==> src/rtl/mem_arbiter_pkg.sv <==
// Shared definitions for the two-requester memory arbiter: FSM states,
// requester identifiers and the memory direction encoding.
package mem_arbiter_pkg;

  typedef enum logic [1:0] {
    IDLE   = 2'd0,
    ACCESS = 2'd1,
    RESP   = 2'd2
  } state_t;

  typedef enum logic {
    REQ_CPU = 1'b0,
    REQ_DMA = 1'b1
  } req_id_t;

  // Same meaning as the controller's mrw line.
  localparam logic MEM_WRITE = 1'b1;
  localparam logic MEM_READ  = 1'b0;

  // Wait counter width; covers the legal WAIT range 0..15.
  localparam int CNT_W = 4;

  // The requester that did not win last time.
  function automatic req_id_t other_req(input req_id_t id);
    req_id_t res;
    if (id == REQ_CPU) begin
      res = REQ_DMA;
    end else begin
      res = REQ_CPU;
    end
    return res;
  endfunction

endpackage

==> src/rtl/mem_arbiter_if.sv <==
// Bundles the CPU, DMA and memory-side signals of the arbiter.
// master: the arbiter's view (drives memory controls and acks).
// slave:  the environment's view (requesters and memory block).
interface mem_arbiter_if #(
  parameter int AW = 16,
  parameter int DW = 16
);
  logic          cpu_req;
  logic          cpu_we;
  logic [AW-1:0] cpu_addr;
  logic [DW-1:0] cpu_wdata;
  logic          cpu_ack;
  logic [DW-1:0] cpu_rdata;

  logic          dma_req;
  logic          dma_we;
  logic [AW-1:0] dma_addr;
  logic [DW-1:0] dma_wdata;
  logic          dma_ack;
  logic [DW-1:0] dma_rdata;

  logic          mem_en;
  logic          mem_rw;
  logic [AW-1:0] mem_addr;
  logic [DW-1:0] mem_wdata;
  logic [DW-1:0] mem_rdata;

  logic          grant_dma;

  modport master (
    input  cpu_req, cpu_we, cpu_addr, cpu_wdata,
    input  dma_req, dma_we, dma_addr, dma_wdata,
    input  mem_rdata,
    output cpu_ack, cpu_rdata, dma_ack, dma_rdata,
    output mem_en, mem_rw, mem_addr, mem_wdata, grant_dma
  );

  modport slave (
    output cpu_req, cpu_we, cpu_addr, cpu_wdata,
    output dma_req, dma_we, dma_addr, dma_wdata,
    output mem_rdata,
    input  cpu_ack, cpu_rdata, dma_ack, dma_rdata,
    input  mem_en, mem_rw, mem_addr, mem_wdata, grant_dma
  );

endinterface

==> src/rtl/mem_arbiter_rr_pick.sv <==
// Combinational 2-way round-robin picker: a lone request wins outright,
// a tie goes to whichever requester was not served last.
module rr_pick
  import mem_arbiter_pkg::*;
(
  input  logic    cpu_req,
  input  logic    dma_req,
  input  req_id_t last,
  output logic    valid,
  output req_id_t winner
);

  // Select the winner from the current requests and the last owner.
  always_comb begin
    valid  = cpu_req | dma_req;
    winner = REQ_CPU;
    if (cpu_req && dma_req) begin
      winner = other_req(last);
    end else if (dma_req) begin
      winner = REQ_DMA;
    end else begin
      winner = REQ_CPU;
    end
  end

endmodule

==> src/rtl/mem_arbiter.sv <==
// Shares the single memory port between the CPU and DMA requesters.
// Each granted access holds mem_en for WAIT+1 cycles, then a one-cycle
// ack is returned in RESP together with any captured read data.
module mem_arbiter
  import mem_arbiter_pkg::*;
#(
  parameter int AW   = 16,
  parameter int DW   = 16,
  parameter int WAIT = 2
) (
  input logic           clk,
  input logic           reset,
  mem_arbiter_if.master bus
);

  localparam logic [CNT_W-1:0] WAIT_CNT = CNT_W'(WAIT);

  state_t           state_r,     state_s;
  logic [CNT_W-1:0] cnt_r,       cnt_s;
  req_id_t          last_r,      last_s;
  logic             mem_en_r,    mem_en_s;
  logic             mem_rw_r,    mem_rw_s;
  logic [AW-1:0]    mem_addr_r,  mem_addr_s;
  logic [DW-1:0]    mem_wdata_r, mem_wdata_s;
  logic             cpu_ack_r,   cpu_ack_s;
  logic             dma_ack_r,   dma_ack_s;
  logic [DW-1:0]    cpu_rdata_r, cpu_rdata_s;
  logic [DW-1:0]    dma_rdata_r, dma_rdata_s;
  logic             grant_dma_r, grant_dma_s;

  logic             pick_valid_s;
  req_id_t          pick_winner_s;

  rr_pick u_pick (
    .cpu_req (bus.cpu_req),
    .dma_req (bus.dma_req),
    .last    (last_r),
    .valid   (pick_valid_s),
    .winner  (pick_winner_s)
  );

  // Next-state and next-output logic for the access sequencer.
  always_comb begin
    state_s     = state_r;
    cnt_s       = cnt_r;
    last_s      = last_r;
    mem_en_s    = mem_en_r;
    mem_rw_s    = mem_rw_r;
    mem_addr_s  = mem_addr_r;
    mem_wdata_s = mem_wdata_r;
    cpu_ack_s   = 1'b0;
    dma_ack_s   = 1'b0;
    cpu_rdata_s = cpu_rdata_r;
    dma_rdata_s = dma_rdata_r;
    grant_dma_s = grant_dma_r;

    case (state_r)
      IDLE: begin
        if (pick_valid_s) begin
          if (pick_winner_s == REQ_DMA) begin
            mem_rw_s    = bus.dma_we;
            mem_addr_s  = bus.dma_addr;
            mem_wdata_s = bus.dma_wdata;
            grant_dma_s = 1'b1;
          end else begin
            mem_rw_s    = bus.cpu_we;
            mem_addr_s  = bus.cpu_addr;
            mem_wdata_s = bus.cpu_wdata;
            grant_dma_s = 1'b0;
          end
          mem_en_s = 1'b1;
          cnt_s    = WAIT_CNT;
          last_s   = pick_winner_s;
          state_s  = ACCESS;
        end else begin
          mem_en_s = 1'b0;
        end
      end

      ACCESS: begin
        if (cnt_r != {CNT_W{1'b0}}) begin
          cnt_s = cnt_r - {{(CNT_W-1){1'b0}}, 1'b1};
        end else begin
          if (mem_rw_r == MEM_READ) begin
            if (last_r == REQ_DMA) begin
              dma_rdata_s = bus.mem_rdata;
            end else begin
              cpu_rdata_s = bus.mem_rdata;
            end
          end else begin
            cpu_rdata_s = cpu_rdata_r;
          end
          if (last_r == REQ_DMA) begin
            dma_ack_s = 1'b1;
          end else begin
            cpu_ack_s = 1'b1;
          end
          mem_en_s = 1'b0;
          mem_rw_s = MEM_READ;
          state_s  = RESP;
        end
      end

      RESP: begin
        grant_dma_s = 1'b0;
        state_s     = IDLE;
      end

      default: begin
        mem_en_s    = 1'b0;
        mem_rw_s    = MEM_READ;
        grant_dma_s = 1'b0;
        state_s     = IDLE;
      end
    endcase
  end

  // State and output registers; asynchronous reset aborts any access.
  always_ff @(posedge clk or negedge reset) begin
    if (!reset) begin
      state_r     <= IDLE;
      cnt_r       <= {CNT_W{1'b0}};
      last_r      <= REQ_DMA;
      mem_en_r    <= 1'b0;
      mem_rw_r    <= 1'b0;
      mem_addr_r  <= {AW{1'b0}};
      mem_wdata_r <= {DW{1'b0}};
      cpu_ack_r   <= 1'b0;
      dma_ack_r   <= 1'b0;
      cpu_rdata_r <= {DW{1'b0}};
      dma_rdata_r <= {DW{1'b0}};
      grant_dma_r <= 1'b0;
    end else begin
      state_r     <= state_s;
      cnt_r       <= cnt_s;
      last_r      <= last_s;
      mem_en_r    <= mem_en_s;
      mem_rw_r    <= mem_rw_s;
      mem_addr_r  <= mem_addr_s;
      mem_wdata_r <= mem_wdata_s;
      cpu_ack_r   <= cpu_ack_s;
      dma_ack_r   <= dma_ack_s;
      cpu_rdata_r <= cpu_rdata_s;
      dma_rdata_r <= dma_rdata_s;
      grant_dma_r <= grant_dma_s;
    end
  end

  assign bus.mem_en    = mem_en_r;
  assign bus.mem_rw    = mem_rw_r;
  assign bus.mem_addr  = mem_addr_r;
  assign bus.mem_wdata = mem_wdata_r;
  assign bus.cpu_ack   = cpu_ack_r;
  assign bus.dma_ack   = dma_ack_r;
  assign bus.cpu_rdata = cpu_rdata_r;
  assign bus.dma_rdata = dma_rdata_r;
  assign bus.grant_dma = grant_dma_r;

endmodule

==> src/flat_wrapper.sv <==
// flat-port wrapper written by rule: the top's interface ports become plain ports
module mem_arbiter_flat import mem_arbiter_pkg::*;
#(
  parameter int AW   = 16,
  parameter int DW   = 16,
  parameter int WAIT = 2
)
  (clk, reset, bus_cpu_req, bus_cpu_we, bus_cpu_addr, bus_cpu_wdata, bus_dma_req, bus_dma_we, bus_dma_addr, bus_dma_wdata, bus_mem_rdata, bus_cpu_ack, bus_cpu_rdata, bus_dma_ack, bus_dma_rdata, bus_mem_en, bus_mem_rw, bus_mem_addr, bus_mem_wdata, bus_grant_dma);
  mem_arbiter_if #(.AW(AW), .DW(DW)) bus_i ();
  input logic clk;
  input logic reset;
  input wire logic [$bits(bus_i.cpu_req)-1:0] bus_cpu_req;
  input wire logic [$bits(bus_i.cpu_we)-1:0] bus_cpu_we;
  input wire logic [$bits(bus_i.cpu_addr)-1:0] bus_cpu_addr;
  input wire logic [$bits(bus_i.cpu_wdata)-1:0] bus_cpu_wdata;
  input wire logic [$bits(bus_i.dma_req)-1:0] bus_dma_req;
  input wire logic [$bits(bus_i.dma_we)-1:0] bus_dma_we;
  input wire logic [$bits(bus_i.dma_addr)-1:0] bus_dma_addr;
  input wire logic [$bits(bus_i.dma_wdata)-1:0] bus_dma_wdata;
  input wire logic [$bits(bus_i.mem_rdata)-1:0] bus_mem_rdata;
  output wire logic [$bits(bus_i.cpu_ack)-1:0] bus_cpu_ack;
  output wire logic [$bits(bus_i.cpu_rdata)-1:0] bus_cpu_rdata;
  output wire logic [$bits(bus_i.dma_ack)-1:0] bus_dma_ack;
  output wire logic [$bits(bus_i.dma_rdata)-1:0] bus_dma_rdata;
  output wire logic [$bits(bus_i.mem_en)-1:0] bus_mem_en;
  output wire logic [$bits(bus_i.mem_rw)-1:0] bus_mem_rw;
  output wire logic [$bits(bus_i.mem_addr)-1:0] bus_mem_addr;
  output wire logic [$bits(bus_i.mem_wdata)-1:0] bus_mem_wdata;
  output wire logic [$bits(bus_i.grant_dma)-1:0] bus_grant_dma;
  assign bus_i.cpu_req = bus_cpu_req;
  assign bus_i.cpu_we = bus_cpu_we;
  assign bus_i.cpu_addr = bus_cpu_addr;
  assign bus_i.cpu_wdata = bus_cpu_wdata;
  assign bus_i.dma_req = bus_dma_req;
  assign bus_i.dma_we = bus_dma_we;
  assign bus_i.dma_addr = bus_dma_addr;
  assign bus_i.dma_wdata = bus_dma_wdata;
  assign bus_i.mem_rdata = bus_mem_rdata;
  assign bus_cpu_ack = bus_i.cpu_ack;
  assign bus_cpu_rdata = bus_i.cpu_rdata;
  assign bus_dma_ack = bus_i.dma_ack;
  assign bus_dma_rdata = bus_i.dma_rdata;
  assign bus_mem_en = bus_i.mem_en;
  assign bus_mem_rw = bus_i.mem_rw;
  assign bus_mem_addr = bus_i.mem_addr;
  assign bus_mem_wdata = bus_i.mem_wdata;
  assign bus_grant_dma = bus_i.grant_dma;
  mem_arbiter #(.AW(AW), .DW(DW), .WAIT(WAIT)) u_core (.clk(clk), .reset(reset), .bus(bus_i));
endmodule
==> config.mk <==
export PLATFORM = sky130hd
export DESIGN_NAME = mem_arbiter_flat
export DESIGN_NICKNAME = d
export VERILOG_FILES = /design/src/rtl/mem_arbiter_pkg.sv /design/src/rtl/mem_arbiter_if.sv /design/src/rtl/mem_arbiter_rr_pick.sv /design/src/rtl/mem_arbiter.sv /design/src/flat_wrapper.sv
export SDC_FILE = /design/constraint.sdc
export NUM_CORES = 1
export LEC_CHECK = 0
export ABC_AREA = 1
export BUFFER_PORTS_ARGS = -buffer_cell sky130_fd_sc_hd__buf_2
export CAP_MARGIN = 20
export CORE_MARGIN = 4
export CORE_UTILIZATION = 37
export CTS_CLUSTER_DIAMETER = 40
export DETAILED_ROUTE_END_ITERATION = 10
export GPL_TIMING_DRIVEN = 0
export HOLD_SLACK_MARGIN = 0.1
export PLACE_DENSITY_LB_ADDON = 0.1
export SYNTH_ARGS = -nofsm -noshare
export SYNTH_HDL_FRONTEND = slang
export SYNTH_SLANG_ARGS = --single-unit
export TNS_END_PERCENT = 5
==> constraint.sdc <==
create_clock -name clk -period 1.5 [get_ports clk]
set_input_delay 0.15 -clock clk [delete_from_list [all_inputs] [get_ports clk]]
set_output_delay 0.15 -clock clk [all_outputs]
set_load 0.03 [all_outputs]
==> reports/results.ini <==
[sta]
layout_min_cycle_time_ns=1.43
hold_viol_final=0
fmax_ghz=0.700
finalCritPeriodShare=0.952
fin_worst_skew_ns=0.00962
finalSetupViolations=0
relSlewSlack=0.704
worst_pin_slew_ns=0.445
layout_setup_ws_ns=0.0713
drv_slew=0

[logic_synthesis]
synth_seq_area_share=0.553
yosysMostFrequentCell=nand2_1
syn-cell-area_mm2=0.00344
netlist_instances=448
synth.top_cell.area_share=0.545
syn_area_per_cell_um2=7.68
yosys-top-cells-count=293 x nand2_1, 75 x dfrtp_1, 24 x nand3_1
synthArstFlopShare=1.00
yosysTopAreaCell=dfrtp_1
yosys_warnings=0
syn_nets=536
synthDistinctLibCells=22
synth_edf_count=0
synthFlopType=dfrtp_1
synthTopCellsByArea=dfrtp_1 55%, nand2_1 32%, nand3_1 3.5%
ys_ff_latch=76

[routing]
drtPass1Iterations=4
drc=0
routed_wl_um=10100
vias_per_cell=4.49
wl_per_cell_um=12.5
drtAntennaViolNets=0
drt_iter0_markers=127
vias=3635

[global_routing]
first_global_vias=3486
grt.total_usage=0.184
grt_max_degree=46
antenna_found_initial=0
grt_pass1_wl_um=16600
gr-total-overflow=0

[die]
core-area_mm2=0.00889
fp-row-count=34
ioPinCount=155
die_y_um=104
start_util=0.387
dieArea_mm2=0.0109
die_w_um=104

[clock_network]
cts_buffer_depth=2
cts_tree=built
cts.sink_count=76
h-tree-depth=3
clk_latency_ns=0.33
clkSlewWorstSetupHoldPaths_ns=0.08
numCtsBuffers=9
clockRootBuffer=clkbuf_8

[placed_design]
gp_congestion=0.776
io_buffers=154
dp_hpwl_um=6820
dp.cells=711
pre_cts_slack_ns=-0.132

[critical_path]
path_class=flop to flop
arrival_ns=1.65
crit_fanout=8
required_ns=1.72
worstSetupStartpointType=flop
end_kind=flop

[final_layout]
final_net_count=784
layout-drive-gt1-share=0.310
synthToLayoutAreaGrowth_pct=58.3
nFillCells=782
layoutNonFillerInstCount=809
diodes=0

[power]
peakVddDrop_mv=0.858
power_density_mw_per_mm2=2030
power_mw=11.0
power_leakage_nw=3.12

[worst_hold_path]
holdCritPathClass=input pin to flop

[run]
cap_violations=0

[outcome]
status=complete, no violations

cell usage in the layout (no fill, tap or decap), drive strengths merged:
master / instances
nor2: 9
dlygate4sd3: 71
or2: 1
clkinv: 1
nand2: 296
a21oi: 1
clkbuf: 17
clkinvlp: 3
inv: 14
o21ai: 5
nor3: 1
xnor2: 1
ha: 2
dfstp: 1
nand3: 25
dfrtp: 75
buf: 178
sequential cells by signal, summed over array words and instances (netlist names):
signal / count
u_core.bus.cpu_rdata: 16
u_core.bus.dma_rdata: 16
u_core.bus.mem_addr: 16
u_core.bus.mem_wdata: 16
u_core.cnt_r: 4
u_core.state_r: 2
u_core.bus.cpu_ack: 1
u_core.bus.dma_ack: 1
u_core.bus.grant_dma: 1
u_core.bus.mem_en: 1
u_core.bus.mem_rw: 1
u_core.last_r: 1
worst max-delay path, cell delays in order (launching register included):
cell	delay [ns]
dfrtp_1	0.44
nor2_2	0.17
nand2_4	0.10
nor2_4	0.12
buf_6	0.15
nand2_8	0.08
clkbuf_16	0.17
nand2_1	0.05
nand2_1	0.05
routing by layer:
| metal | track usage | up-vias | part of all wire |
|---|---|---|---|
| met5 | 0 | - | 0 |
| met4 | 0.0693 | 0 | 0.013 |
| met3 | 0.0441 | 13 | 0.061 |
| met2 | 0.302 | 125 | 0.48 |
| met1 | 0.236 | 1642 | 0.45 |
| li1 | - | 1855 | - |
what timing repair did:
item | 4_1_cts | 5_1_grt
gates resized for setup | 6 | 18
setup buffers | 1 | 9
hold buffers | 71 | 0
gates cloned | 0 | 1
hold endpoints to repair | 92 | 0
pin swaps | 3 | 2
endpoints found under the setup margin | 44 | 54
final timing paths:
kind,start,to,slack [ns],depth (start not counted)
max in group asynchronous,reset,u_core.last_r,0.57,3
hold reg to reg,u_core.bus.cpu_rdata[9],u_core.bus.cpu_rdata[9],0.47,2
min in group asynchronous,reset,u_core.bus.dma_rdata[4],0.30,2
setup reg to reg,u_core.cnt_r[2],u_core.bus.cpu_rdata[12],0.07,8
setup / recovery,u_core.cnt_r[2],u_core.bus.cpu_rdata[12],0.07,8
hold / removal,bus_dma_wdata[3],u_core.bus.mem_wdata[3],0.11,5
per-stage QoR:
step	setup TNS, ns	hold slack, ns	util	cell area, µm²
after CTS	-0.0449	0.103	0.595	5290
after floorplan	0	-0.146	-	3440
after detailed placement	-2.17	0.131	0.492	4380
after global routing	-0.160	0.119	0.613	5450
after global placement	-23.91	0.364	0.489	4350
final	0	0.113	0.613	5450
where the power goes:
| group | switching (mW) | internal (mW) | leakage, nW | total (mW) |
|---|---|---|---|---|
| combinational | 4.09 | 1.94 | 2.10 | 6.03 |
| clock | 0.753 | 0.650 | 0.0820 | 1.40 |
| sequential | 0.559 | 3.05 | 0.935 | 3.61 |
cells by family after synthesis:
kind of cell               Yosys count  share of synthesized area
AOI/OAI and AO/OA                    6                    0.00982
xor gates and xnor gates             1                    0.00255
and+or+nand+nor                    332                      0.383
adders and majority gates            2                    0.00727
buffers and inverters               31                     0.0444
DFF                                 76                      0.553
area by class of cell:
cell class | count | area (µm²) | share of cell area
clock inverters | 5 | 36.3 | 0.00666
clock buffers | 11 | 141 | 0.0260
multi-input cells | 341 | 1450 | 0.266
well taps | 108 | 135 | 0.0248
flip-flops and latches | 76 | 1900 | 0.349
plain buffers | 18 | 123 | 0.0225
inverters | 13 | 48.8 | 0.00896
repair buffers | 237 | 1610 | 0.296
Note: power is estimated with default switching activity, not from simulation.
